`config.mk`:
```
export PLATFORM = sky130hd
export DESIGN_NAME = intersection_phase_scheduler
export DESIGN_NICKNAME = d
export VERILOG_FILES = /design/src/rtl/intersection_phase_scheduler.sv
export SDC_FILE = /design/constraint.sdc
export NUM_CORES = 1
export LEC_CHECK = 0
export ABC_AREA = 0
export BUFFER_PORTS_ARGS = -buffer_cell sky130_fd_sc_hd__buf_2
export CORE_ASPECT_RATIO = 2
export CORE_MARGIN = 4
export CORE_UTILIZATION = 35
export CTS_CLUSTER_SIZE = 8
export DETAILED_ROUTE_END_ITERATION = 8
export GPL_ROUTABILITY_DRIVEN = 0
export PLACE_DENSITY = 0.64
export SLEW_MARGIN = 20
export SYNTH_ARGS = -nofsm -noshare
export SYNTH_HDL_FRONTEND = slang
export SYNTH_SLANG_ARGS = --single-unit
```
`constraint.sdc`:
```
create_clock -name clk -period 1.8 [get_ports clk]
set_input_delay 0.09 -clock clk [delete_from_list [all_inputs] [get_ports clk]]
set_output_delay 0.09 -clock clk [all_outputs]
set_load 0.02 [all_outputs]
```
`src/rtl/intersection_phase_scheduler.sv`:
```
// intersection_phase_scheduler: two-way signal phase sequencer with pedestrian walk arbitration; define EMERG_PREEMPT_EN for emergency preemption
module intersection_phase_scheduler #(
  parameter int GREEN_TICKS  = 20,
  parameter int YELLOW_TICKS = 4,
  parameter int ALLRED_TICKS = 2,
  parameter int PED_TICKS    = 10,
  parameter int CNT_W        = 8
) (
  input  logic             clk,
  input  logic             reset,
  input  logic             tick,
  input  logic [1:0]       ped_req,
  input  logic             emerg_req,
  input  logic             emerg_dir,
  output logic [1:0]       ns_light,
  output logic [1:0]       ew_light,
  output logic [1:0]       ped_walk,
  output logic [1:0]       ped_ack,
  output logic [2:0]       phase,
  output logic [CNT_W-1:0] time_left
);
  typedef enum logic [2:0] {NS_G, NS_Y, AR_1, EW_G, EW_Y, AR_2} phase_t;
  phase_t st, st_n, succ, tgt;
  logic [CNT_W-1:0] cnt, cnt_n;
  logic [1:0] pend, walk_en, grant;
  logic legal, adv, hold, preempt, emerg;
  function automatic logic [CNT_W-1:0] dur_m1(input phase_t p);
    return (p == NS_G || p == EW_G) ? CNT_W'(GREEN_TICKS - 1) :
           (p == NS_Y || p == EW_Y) ? CNT_W'(YELLOW_TICKS - 1) : CNT_W'(ALLRED_TICKS - 1);
  endfunction
`ifdef EMERG_PREEMPT_EN
  assign emerg = emerg_req;
`else
  logic emerg_unused;
  assign emerg_unused = emerg_req;
  assign emerg = 1'b0;
`endif
  always_comb begin
    legal   = st <= AR_2;
    succ    = st == AR_2 ? NS_G : phase_t'(st + 3'd1);
    tgt     = emerg && (st == AR_1 || st == AR_2) ? (emerg_dir ? EW_G : NS_G) : succ;
    preempt = emerg && st == (emerg_dir ? NS_G : EW_G);
    hold    = emerg && st == (emerg_dir ? EW_G : NS_G);
    adv     = legal && !preempt && !hold && tick && cnt == '0;
    st_n    = !legal ? AR_2 : preempt ? (emerg_dir ? NS_Y : EW_Y) : adv ? tgt : st;
    cnt_n   = (!legal || preempt || adv) ? dur_m1(st_n) : (tick && !hold) ? cnt - CNT_W'(1) : cnt;
    grant   = {adv && st_n == EW_G, adv && st_n == NS_G} & (pend | ped_req) & {2{!emerg}};
  end
  always_ff @(posedge clk or posedge reset) begin
    if (reset) begin
      st      <= AR_2;
      cnt     <= CNT_W'(ALLRED_TICKS - 1);
      pend    <= '0;
      walk_en <= '0;
      ped_ack <= '0;
    end else begin
      st      <= st_n;
      cnt     <= cnt_n;
      pend    <= (pend | ped_req) & ~grant;
      walk_en <= preempt ? 2'b00 : adv ? grant : walk_en;
      ped_ack <= grant;
    end
  end
  assign phase     = st;
  assign time_left = cnt;
  assign ns_light  = st == NS_G ? 2'b10 : st == NS_Y ? 2'b01 : 2'b00;
  assign ew_light  = st == EW_G ? 2'b10 : st == EW_Y ? 2'b01 : 2'b00;
  assign ped_walk  = walk_en & {st == EW_G, st == NS_G} &
                     {2{cnt >= CNT_W'(GREEN_TICKS - PED_TICKS) && !hold}};
endmodule
```
==> metrics <==
fmax=576 MHz; maximum clock path buffer count=2; Final Routed Wirelength=2.26 mm; Final WS setup=0.0651 ns; leading cell type in the layout, fill and taps excluded=buf_2; Worst-Skew Late Latency=0.25 ns; Hold Vio Cnt, Final=0; Crit. End Element=output pin; WL/cell=14.0 um; flop and latch count out of synthesis=17; Final Skew=0.00274 ns; CP Data Required Time=1.71 ns; Cell Count, Final, Fillers Out=162; largest delay contributor family on the critical path=flip-flops; Critical Path Start Type=register; port bufs=23; mapped cell area=980 um2; Synth Area per Inst=9.80 um2; setup TNS=0 ns; GRT Residual Overflow=0; Syn. warnings=0; vias in the first global route=868; Cells after Synth=100; R2R depth=4; final setup fails=0; DP HPWL=1.77 mm; CTS tree=done; CP max-delay cell=dfstp_2; total iterations of the first detailed-routing run=4; top cell type's share of synthesized area=35.8%; CP cell instances=inv_4, ha_4, o31ai_2, nand2_1, and3_1, buf_6; pin count of the biggest net entering global routing=18; Crit path depth=6; share of cells above drive strength 1=38.8%; clk root buf=clkbuf_8; worst vdd rail ir drop=0.768 mV; antenna violations before repair=0; # nets final=146; Max Cap Violations=0; io pins=26; Cells after DPL=155; Hold Path Depth=3; number of buffers created by CTS=3; WS Path Type=reg -> out; ANT nets after route=0; DR iter-0 viols=15; RR Startpoint=time_left[4]; RSZ-0062 raised after global routing=false; Area Overhead vs Synth=30.9%; global-route wire length before repair=3.91 mm; WP data arrival=1.64 ns; Worst Max-Slew Pin Slew=0.623 ns; # DRC=0; Hold Crit Start=ped_req[1]; Hold Crit Endpoint=pend[1]; CTS clk-pin slew, worst paths=0.06 ns; vias post-DR=829; row count=26; Via density=5.12; Final Cycle Share=96.4%; Syn Nets=111; die height=82.8 um; most frequent cells in the layout=buf_2 (22), dfrtp_1 (13), nor2_1 (12); Seq/Total Area, Yosys=43.8%; core area=0.00264 mm2; PD cells=1460 mW/mm2; crit-path max cell delay=0.55 ns; clock sinks=17; Bufs and invs on worst path=2; final core occ=48.7%; CTS H-Tree Depth=1; r2r setup slk=0.07 ns; die area=0.00376 mm2; largest cells by area after synthesis=dfrtp_1 (36%), dfstp_2 (8.0%), ha_1 (5.1%); hold slack=0.119 ns; Worst Path Max Fanout=2; Die Width=45.4 um; Hold WC Path Type=in -> reg; min cycle time layout=1.73 ns; Final Slew Violations=0; Initial Utilization=37.2%; Slew headroom=58.4%; largest area contributor in the netlist=dfrtp_1; RR Endpoint=pend[1]; gr usage total=14.0%; Post-Place Worst Slack=0.0646 ns; ANT cells=0; status=completed; Distinct cells, synth=37; Static Leak=0.620 nW
logic make-up after synthesis:
| kind of cell | Yosys count | synth area share (%) |
|---|---|---|
| mux | 1 | 1.02 |
| buf+inv | 11 | 5.11 |
| xor+xnor | 9 | 8.05 |
| compound gates | 13 | 8.30 |
| simple gates | 45 | 28.6 |
| flops | 17 | 43.8 |
| fa+ha+maj | 4 | 5.11 |
worst max-delay path by stage:
| stage | end | slack [ns] | start |
|---|---|---|---|
| after floorplan | pend[1] | 0.002 | phase[0] |
| after global placement | pend[1] | 0.11 | time_left[7] |
| after detailed placement | pend[1] | 0.06 | time_left[7] |
| after CTS | ped_walk[0] | 0.03 | time_left[0] |
| after global routing | pend[1] | 0.009 | time_left[4] |
| final | ped_walk[1] | 0.07 | time_left[0] |
state kept, by name (all words and copies together), names as in the netlist:
signal,cells
ped_ack,2
pend,2
time_left,8
walk_en,2
phase,3
synth_stat cells:
cell type and number:
dfrtp_1 14, nor2_1 12, nand2_1 8, inv_1 6
xor2_1 5, ha_1 4, nor3_1 4, o21ai_0 4
xnor2_1 4, and3_1 3, clkbuf_1 3, dfstp_2 3
nand4_1 3, a31oi_1 2, and2_1 2, nand2b_1 2
a211oi_1 1, a21boi_0 1, a21oi_1 1, and3_2 1
and4b_1 1, buf_2 1, buf_6 1, mux2i_1 1
nand3_1 1, nand3_4 1, nor2b_4 1, nor3b_1 1
nor3b_2 1, nor4_1 1, nor4_4 1, nor4bb_1 1
o2111ai_1 1, o21a_1 1, o21ai_1 1, o31ai_1 1
or4_4 1
timing repair:
item	CTS	global route
hold buffers	1	0
pin swaps	3	3
endpoints found under the hold margin	14	0
gates resized for setup	1	6
buffers inserted	1	1
endpoints found under the setup margin	2	3
through the flow:
step                area [um2]  power [mW]
global placement          1190        1.50
detailed placement        1190        1.52
CTS                       1250        1.83
floorplan                 1030        1.24
global route              1280        2.00
finish                    1280        1.87
layout make-up:
cell class                 count  area (um2)
fill                         270        1350
multi-input combinational     72         531
sequential                    17         430
timing repair buffer          35         214
clock buffer                   4        45.0
tap                           28        35.0
inverter                       6        27.5
per-layer routing:
metal | GRT usage (%) | routed length, um | share of wire (%) | up-vias
li1 | - | - | - | 411
met1 | 15.7 | 858 | 38 | 395
met2 | 23.3 | 1270 | 56 | 18
met3 | 2.60 | 83 | 3.7 | 5
met4 | 7.20 | 53 | 2.3 | 0
met5 | 0 | 0 | 0 | -
worst reg2reg max path, stage by stage (launching register included):
cell,delay [ns]
dfrtp_1,0.42
nor4_4,0.44
nand3_4,0.12
or4_4,0.51
nor2b_4,0.14
power breakdown:
part	leakage, nW	internal (mW)	switching (mW)
combinational	0.396	0.400	0.542
sequential	0.201	0.513	0.129
clock	0.0228	0.157	0.127
(Power assumes the default switching activity.)
